[src/rtl/fft_result_streamer.sv]
// fft_result_streamer
//   Drains one computed frame out of the FFT result SRAM and presents it as a
//   valid/ready stream in natural frequency order. By default the SRAM is read
//   in bit-reversed address order.
//
// Ports:
//   clk, rst         clock (rising edge), synchronous active-low reset
//   start            one-cycle frame request; ignored unless idle
//   busy             frame in progress
//   done             one-cycle pulse after the last word's handshake
//   mem_cs, mem_w    SRAM chip select (read issue) and write enable (always 0)
//   mem_addr         SRAM read address
//   mem_rdata        SRAM read data, valid the cycle after mem_cs
//   out_valid/ready  output stream handshake
//   out_data         stream word (opaque payload)
//   out_index        natural frequency index of out_data
//   out_last         marks the word with the highest index
//
// Handshake: a word transfers on every rising edge where out_valid and
// out_ready are both 1. While out_valid is 1 and out_ready is 0, out_valid,
// out_data, out_index and out_last hold stable; out_valid never depends on
// out_ready.

module fft_result_streamer #(
  parameter int N_LOG2 = 11,
  parameter int AW     = 12,
  parameter int DW     = 41,
  parameter int BITREV = 1
) (
  input  logic              clk,
  input  logic              rst,
  input  logic              start,
  output logic              busy,
  output logic              done,
  output logic              mem_cs,
  output logic              mem_w,
  output logic [AW-1:0]     mem_addr,
  input  logic [DW-1:0]     mem_rdata,
  output logic              out_valid,
  input  logic              out_ready,
  output logic [DW-1:0]     out_data,
  output logic [N_LOG2-1:0] out_index,
  output logic              out_last
);

  typedef enum logic [1:0] {IDLE, RUN, DRAIN} state_t;

  localparam logic [N_LOG2:0] LAST_ISSUE = (N_LOG2+1)'((1 << N_LOG2) - 1);

  state_t              state;
  logic [N_LOG2:0]     issue_cnt;     // one extra bit so a full frame count fits
  logic                inflight;      // a read was issued last cycle
  logic [N_LOG2-1:0]   inflight_idx;  // natural index of that read
  logic                done_r;

  // Two-entry FIFO holding words together with their natural index.
  logic [DW-1:0]       fifo_data [2];
  logic [N_LOG2-1:0]   fifo_idx  [2];
  logic                rd_ptr;
  logic                wr_ptr;
  logic [1:0]          count;

  logic                pop;
  logic                push;
  logic                issue;
  logic [2:0]          occ;
  logic [2:0]          occ_limit;
  logic [N_LOG2-1:0]   issue_idx;
  logic [N_LOG2-1:0]   rd_addr;

  function automatic logic [N_LOG2-1:0] bit_reverse(input logic [N_LOG2-1:0] v);
    logic [N_LOG2-1:0] r;
    for (int i = 0; i < N_LOG2; i++) r[i] = v[N_LOG2-1-i];
    return r;
  endfunction

  assign pop       = (count != 2'd0) && out_ready;
  assign push      = inflight;
  // Words already held plus the one arriving must leave room for the new
  // read once this cycle's pop is accounted for.
  assign occ       = {1'b0, count} + {2'b00, inflight};
  assign occ_limit = 3'd2 + {2'b00, pop};
  assign issue     = (state == RUN) && (occ < occ_limit);
  assign issue_idx = issue_cnt[N_LOG2-1:0];
  assign rd_addr   = (BITREV != 0) ? bit_reverse(issue_idx) : issue_idx;

  assign mem_cs    = issue;
  assign mem_w     = 1'b0;
  assign mem_addr  = issue ? AW'(rd_addr) : '0;

  assign busy      = (state != IDLE);
  assign done      = done_r;
  assign out_valid = (count != 2'd0);
  assign out_data  = fifo_data[rd_ptr];
  assign out_index = fifo_idx[rd_ptr];
  assign out_last  = out_valid && (&out_index);

  always_ff @(posedge clk) begin
    if (!rst) begin
      state        <= IDLE;
      issue_cnt    <= '0;
      inflight     <= 1'b0;
      inflight_idx <= '0;
      done_r       <= 1'b0;
      rd_ptr       <= 1'b0;
      wr_ptr       <= 1'b0;
      count        <= 2'd0;
      fifo_data[0] <= '0;
      fifo_data[1] <= '0;
      fifo_idx[0]  <= '0;
      fifo_idx[1]  <= '0;
    end else begin
      case (state)
        IDLE: begin
          if (start) begin
            state     <= RUN;
            issue_cnt <= '0;
          end
        end
        RUN: begin
          if (issue && (issue_cnt == LAST_ISSUE)) state <= DRAIN;
        end
        DRAIN: begin
          // done_r is high for the single cycle before returning to IDLE.
          if (done_r) state <= IDLE;
        end
        default: state <= IDLE;
      endcase

      // Final handshake: one word left, nothing in flight, all reads issued.
      done_r <= (state == DRAIN) && !done_r && (count == 2'd1) && !inflight && pop;

      inflight <= issue;
      if (issue) begin
        issue_cnt    <= issue_cnt + 1'b1;
        inflight_idx <= issue_idx;
      end

      if (push) begin
        fifo_data[wr_ptr] <= mem_rdata;
        fifo_idx[wr_ptr]  <= inflight_idx;
        wr_ptr            <= ~wr_ptr;
      end
      if (pop) rd_ptr <= ~rd_ptr;
      count <= count + {1'b0, push} - {1'b0, pop};
    end
  end

  // The issue rule must never let a push land on a full FIFO.
  always_ff @(posedge clk) begin
    if (rst && push && !pop) assert (count != 2'd2);
  end

endmodule

[config.mk]
export PLATFORM = sky130hd
export DESIGN_NAME = fft_result_streamer
export DESIGN_NICKNAME = d
export VERILOG_FILES = /design/src/rtl/fft_result_streamer.sv
export SDC_FILE = /design/constraint.sdc
export NUM_CORES = 1
export LEC_CHECK = 0
export BUFFER_PORTS_ARGS = -buffer_cell sky130_fd_sc_hd__buf_2
export CAP_MARGIN = 10
export CORE_MARGIN = 2
export CORE_UTILIZATION = 30
export CTS_CLUSTER_SIZE = 8
export DETAILED_ROUTE_END_ITERATION = 12
export PLACE_DENSITY = 0.57
export SLEW_MARGIN = 30
export SYNTH_ARGS = -nofsm -noshare
export SYNTH_HDL_FRONTEND = slang
export SYNTH_SLANG_ARGS = --single-unit
[constraint.sdc]
create_clock -name clk -period 6.1 [get_ports clk]
set_input_delay 0.305 -clock clk [delete_from_list [all_inputs] [get_ports clk]]
set_output_delay 0.305 -clock clk [all_outputs]
set_load 0.05 [all_outputs]
* Word level (Yosys, flattened, before mapping)
Memories as Yosys holds them, arrays and structs flattened. A register that Yosys moved wholly into a read port is not among the register bits.
Cells that the tools add are included.
** Operators by class
- $add $sub $neg :: 5
- Order comparisons :: 1
- Equality and inequality tests :: 7
- Muxes and demuxes :: 22
- Bitwise gates (word level) :: 2
- Reduce and logical (&&, ||, !) cells :: 20
** Operators with widths (count)
- $mux W41 :: 1
- $reduce_or A41 Y1 :: 1
- $mux W12 :: 3
- $mux W11 :: 2
- $add A12 B1 Y12 const B :: 1
- $eq A12 B11 Y1 const B :: 1
- $mux W1 :: 12
- $reduce_and A11 Y1 :: 1
- $reduce_or A11 Y1 :: 1
- $logic_and A1 B1 Y1 :: 8
- $reduce_bool A2 Y1 :: 4
- $mux W2 :: 3
- $pmux W2 S3 :: 1
- $eq A2 B1 Y1 const B :: 2
- $ne A2 B2 Y1 const B :: 2
- $add A2 B1 Y3 :: 1
- $add A2 B1 Y3 const A :: 1
- $lt A3 B3 Y1 :: 1
- $reduce_and A3 Y1 :: 1
- $add A2 B1 Y2 :: 1
- $eq A2 B2 Y1 const B :: 1
- $logic_not A1 Y1 :: 2
- $logic_not A2 Y1 :: 1
- $ne A2 B1 Y1 const B :: 1
- other kinds (3) :: 4
** Word-level totals
- Bits in registers :: 31
- Bits in writable memories :: 104
- Input bits :: 45
- Output and inout bits :: 70
- Logic and storage cells :: 67
- Memories :: 2
** Memory list
- fifo_data :: depth 2, bits a word 41, rd ports 1, clocked after Yosys merged registers in 1, write ports 2, RTL line 57 : logic [DW-1:0] fifo_data [2];
- fifo_idx :: depth 2, bits a word 11, rd ports 1, clocked after Yosys merged registers in 1, write ports 2, RTL line 58 : logic [N_LOG2-1:0] fifo_idx [2];

* Logic depth before layout (Yosys ltp)
- Depth after elaboration :: 8
- Mapped depth :: 8
- Gate-level depth less buffers :: 8

* Least setup slack after synthesis
OpenSTA, ideal clock, no wires.
- Path type :: reg-to-reg
- Start point :: register inflight
- End point :: memory fifo_data[0][0], enable pin
- Library setup time :: 534 ps
- Arrival time :: 4153 ps
- Required time :: 5566 ps
- Setup slack :: 1413 ps
- Stages on the path, launching flop included :: 3
- Path buffers :: 0
- Period minus slack after synthesis :: 4687 ps
- Path through :: dfxtp_1 -> inv_1 -> o21ai_0
** RTL lines
- start, declared :: RTL line 52 : logic inflight;
- start signal, assigned :: RTL line 133 : inflight <= issue;
- end, declared :: RTL line 57

* Final worst setup path
- Start point :: register inflight
- End point :: output mem_addr[10]
** Between the ends
- Longest elaborated chain between the ends :: 4
** RTL lines
- $add A2 B1 Y3 :: RTL line 81 : assign occ = {1'b0, count} + {2'b00, inflight};
- $lt A3 B3 Y1 :: RTL line 83 : assign issue = (state == RUN) && (occ < occ_limit);
- $logic_and A1 B1 Y1 :: RTL line 83
- $mux W11 :: RTL line 89 : assign mem_addr = issue ? AW'(rd_addr) : '0;
- end, declared :: RTL line 37 : output logic [AW-1:0] mem_addr,
Every way passes these cells.

==> flow_metrics.py <==
metrics = {
    "cts": {
        "clk_path_buf_depth": 2,
        "clockRootBuffer": "clkbuf_16",
        "htree_levels": 4,
        "cts_tree": "yes",
        "clkSinkCount": 136,
        "path_clk_slew_ns": 0.06,
        "cts-buffers-inserted": 17,
        "cts_resized": 0,
        "cts_hold_buffers": 0,
        "post_cts_buffers": 0,
        "clock_latency_ns": 0.41,
    },
    "detailed_routing": {
        "vias": 3943,
        "wl_per_cell_um": 15.1,
        "detail-route-antenna-nets": 0,
        "routed_wl_mm": 13.2,
        "drt_iter0_drc": 214,
        "vias_per_cell": 4.54,
        "drc": 0,
        "drt_pre_antenna_iters": 4,
    },
    "yosys": {
        "synth_sequential_area_ratio_pct": 62.0,
        "syn_area_per_cell_um2": 12.7,
        "synth-seq-cells": 136,
        "synth_enable_flop_cells": 104,
        "yosys_warnings": 0,
        "netlist_area_um2": 6070,
        "ys_types": 45,
        "synthFlopType": "edfxtp_1",
        "synthArstFlopShare_pct": 0,
        "synthCells": 478,
    },
    "pwr": {
        "internal_power_mw": 1.95,
        "powerDensity_nw_per_um2": 399,
        "pwr-share-seq_pct": 36.8,
        "p_sw_share_pct": 34.8,
        "p_comb_share_pct": 29.2,
        "power_frac_clock_pct": 33.9,
        "switchingPower_mw": 1.04,
        "ir_worst_vdd_v": 0.000199,
        "p_leak_nw": 3.10,
    },
    "floorplanning": {
        "die_area_um2": 21400,
        "die_h_um": 146,
        "die_x_um": 146,
        "ioPinCount": 115,
        "num_rows": 52,
        "core_um2": 20000,
        "start_util_pct": 30.3,
    },
    "placement": {
        "gp_congestion": 0.810,
        "io_buffers": 112,
        "dpl.hpwl_mm": 8.44,
    },
    "timing": {
        "period_needed_ns": 2.66,
        "finClkSkew_ns": 0.00604,
        "finalCritPeriodShare_pct": 43.7,
        "max_freq_mhz": 375,
        "finalSetupTns_ns": 0,
        "relSlewSlack_pct": 44.1,
        "setup_viol": 0,
        "rsz0062_at_grt": "false",
        "timing.hold.ws_ns": 0.182,
        "worst_pin_slew_ns": 0.838,
        "slew_viol_final": 0,
        "hold_viol_final": 0,
    },
    "min_path": {
        "hold_path_depth": 2,
        "min_to": "fifo_data[0][22]",
        "hp-class": "primary input to flop",
        "hold_start": "mem_rdata[22]",
    },
    "critical_path": {
        "r2r_setup_slack_ns": 3.61,
        "path_class": "flop to primary output",
        "reg2regPathDepth": 3,
        "worstPathRequired_ns": 5.79,
        "reg2reg_to": "fifo_data[1][19]",
        "crit_path_cell_trace": "ha_1 > ha_1 > nor2_2 > nand3_1 > inv_1 > buf_2",
        "worst_path_most_repeated_cell": "ha_1",
        "cp.arrival_ns": 2.36,
        "rr_startpoint": "wr_ptr",
        "setup.worst_path.start_class": "flop",
        "critPathCaptureType": "primary output",
        "slowest_delay_ns": 0.54,
        "cpMaxStageDelayCell": "nor2_2",
        "cp_max_fo": 18,
    },
    "layout": {
        "synthToLayoutAreaGrowth_pct": 23.4,
        "drive_gt1_share_pct": 35.6,
        "nNetsFinal": 636,
        "n_antenna_cell": 0,
        "layout_common_cells": "buf_2 (112), and2_1 (105), edfxtp_1 (104)",
        "fillers": 2043,
        "final_util_pct": 37.4,
        "final_common_cell": "buf_2",
    },
    "global_route": {
        "gr-total-overflow": 0,
        "grt_max_degree": 54,
        "grt_pass1_wl_mm": 21.2,
        "antenna_found_initial": 0,
        "grt_usage_pct": 12.7,
        "grt_pass1_vias": 4019,
    },
    "run": {
        "drv_cap": 0,
    },
    "status": {
        "outcome": "finished clean",
    },
}
[power groups by stage]
stage               Clock, mW  Sequential, mW  Combinational [mW]
floorplan                   0            1.12               0.689
global placement            0            1.12               0.874
detailed placement          0            1.12               0.883
CTS                      1.04            1.10               0.887
global route             1.08            1.11               0.924
finish                   1.02            1.10               0.874
[cell families after synthesis]
kind of cell	share of synthesized area, %
flip-flops	62.0
AND/OR/NAND/NOR	18.2
buffers and inverters	3.30
AO/OA/AOI/OAI	4.06
other	0.0618
XOR/XNOR	0.866
multiplexers	10.5
adder cells (fa/ha/maj)	1.03
[worst max path at each step]
stage | start | to | slack [ns] | cells past startpoint
global route | inflight | mem_addr[10] | 3.21 | 6
floorplan | inflight | fifo_data[0][0] | 1.41 | 2
detailed placement | rst | fifo_data[1][3] | 3.44 | 4
global placement | rst | fifo_data[1][2] | 3.49 | 4
finish | inflight | mem_addr[10] | 3.44 | 6
CTS | inflight | mem_addr[10] | 3.39 | 6
[sequential cells by signal, indices dropped and copies added (netlist names), named ones only]
register / cells
count: 2
done: 1
fifo_data: 82
fifo_idx: 22
inflight: 1
inflight_idx: 11
issue_cnt: 12
rd_ptr: 1
state: 2
wr_ptr: 1
[synth_stat cells, types with 2 or more instances]
master / instances / area share [%]
a21oi_1: 15 / 1.2
and2_1: 105 / 11
and3_1: 2 / 0.21
buf_2: 13 / 1.1
buf_4: 2 / 0.25
clkbuf_1: 14 / 0.87
dfxtp_1: 32 / 11
edfxtp_1: 104 / 51
ha_1: 5 / 1.0
inv_1: 17 / 1.1
mux2_2: 52 / 9.6
mux2i_1: 5 / 0.82
nand2_1: 11 / 0.68
nand2b_1: 5 / 0.52
nand3_1: 21 / 1.7
nand4_1: 7 / 0.72
nor2_1: 7 / 0.43
nor2b_1: 2 / 0.21
nor3_1: 8 / 0.66
o211ai_1: 6 / 0.74
o21ai_0: 8 / 0.66
o21ai_1: 7 / 0.58
or2_2: 2 / 0.21
or3_1: 3 / 0.31
xnor2_1: 4 / 0.58
xor2_1: 2 / 0.29
[worst max-delay path, delay by kind of cell (launching register included)]
family / cells / cell delay (ns)
DFF: 1 / 0.37
and+or+nand+nor: 2 / 0.78
adders and majority gates: 2 / 0.44
buffers and inverters: 2 / 0.36
[through the flow]
stage	std cells	area [µm²]	setup WS, ns	power (mW)
floorplan	479	6070	1.41	1.81
global placement	837	6900	3.49	1.99
detailed placement	837	6900	3.44	2.00
CTS	869	7490	3.39	3.03
global route	869	7490	3.21	3.11
finish	869	7490	3.44	2.99
[metal layers]
metal,vias to the layer above,global-route usage [%],routed length (µm)
met5,-,0,0
met4,0,4.37,146
met3,15,3.44,754
met2,111,20.4,6150
met1,1913,16.7,6100
li1,1904,-,-
[area by class of cell]
type	instances	area (µm²)	area share (%)
multi-input combinational	296	2130	28.4
clock buffer	19	433	5.78
clock inverter	13	155	2.07
inverter	17	63.8	0.852
tap	270	338	4.51
sequential	136	3760	50.3
timing repair buffer	118	606	8.08
Power figures use the tool's default switching activity.
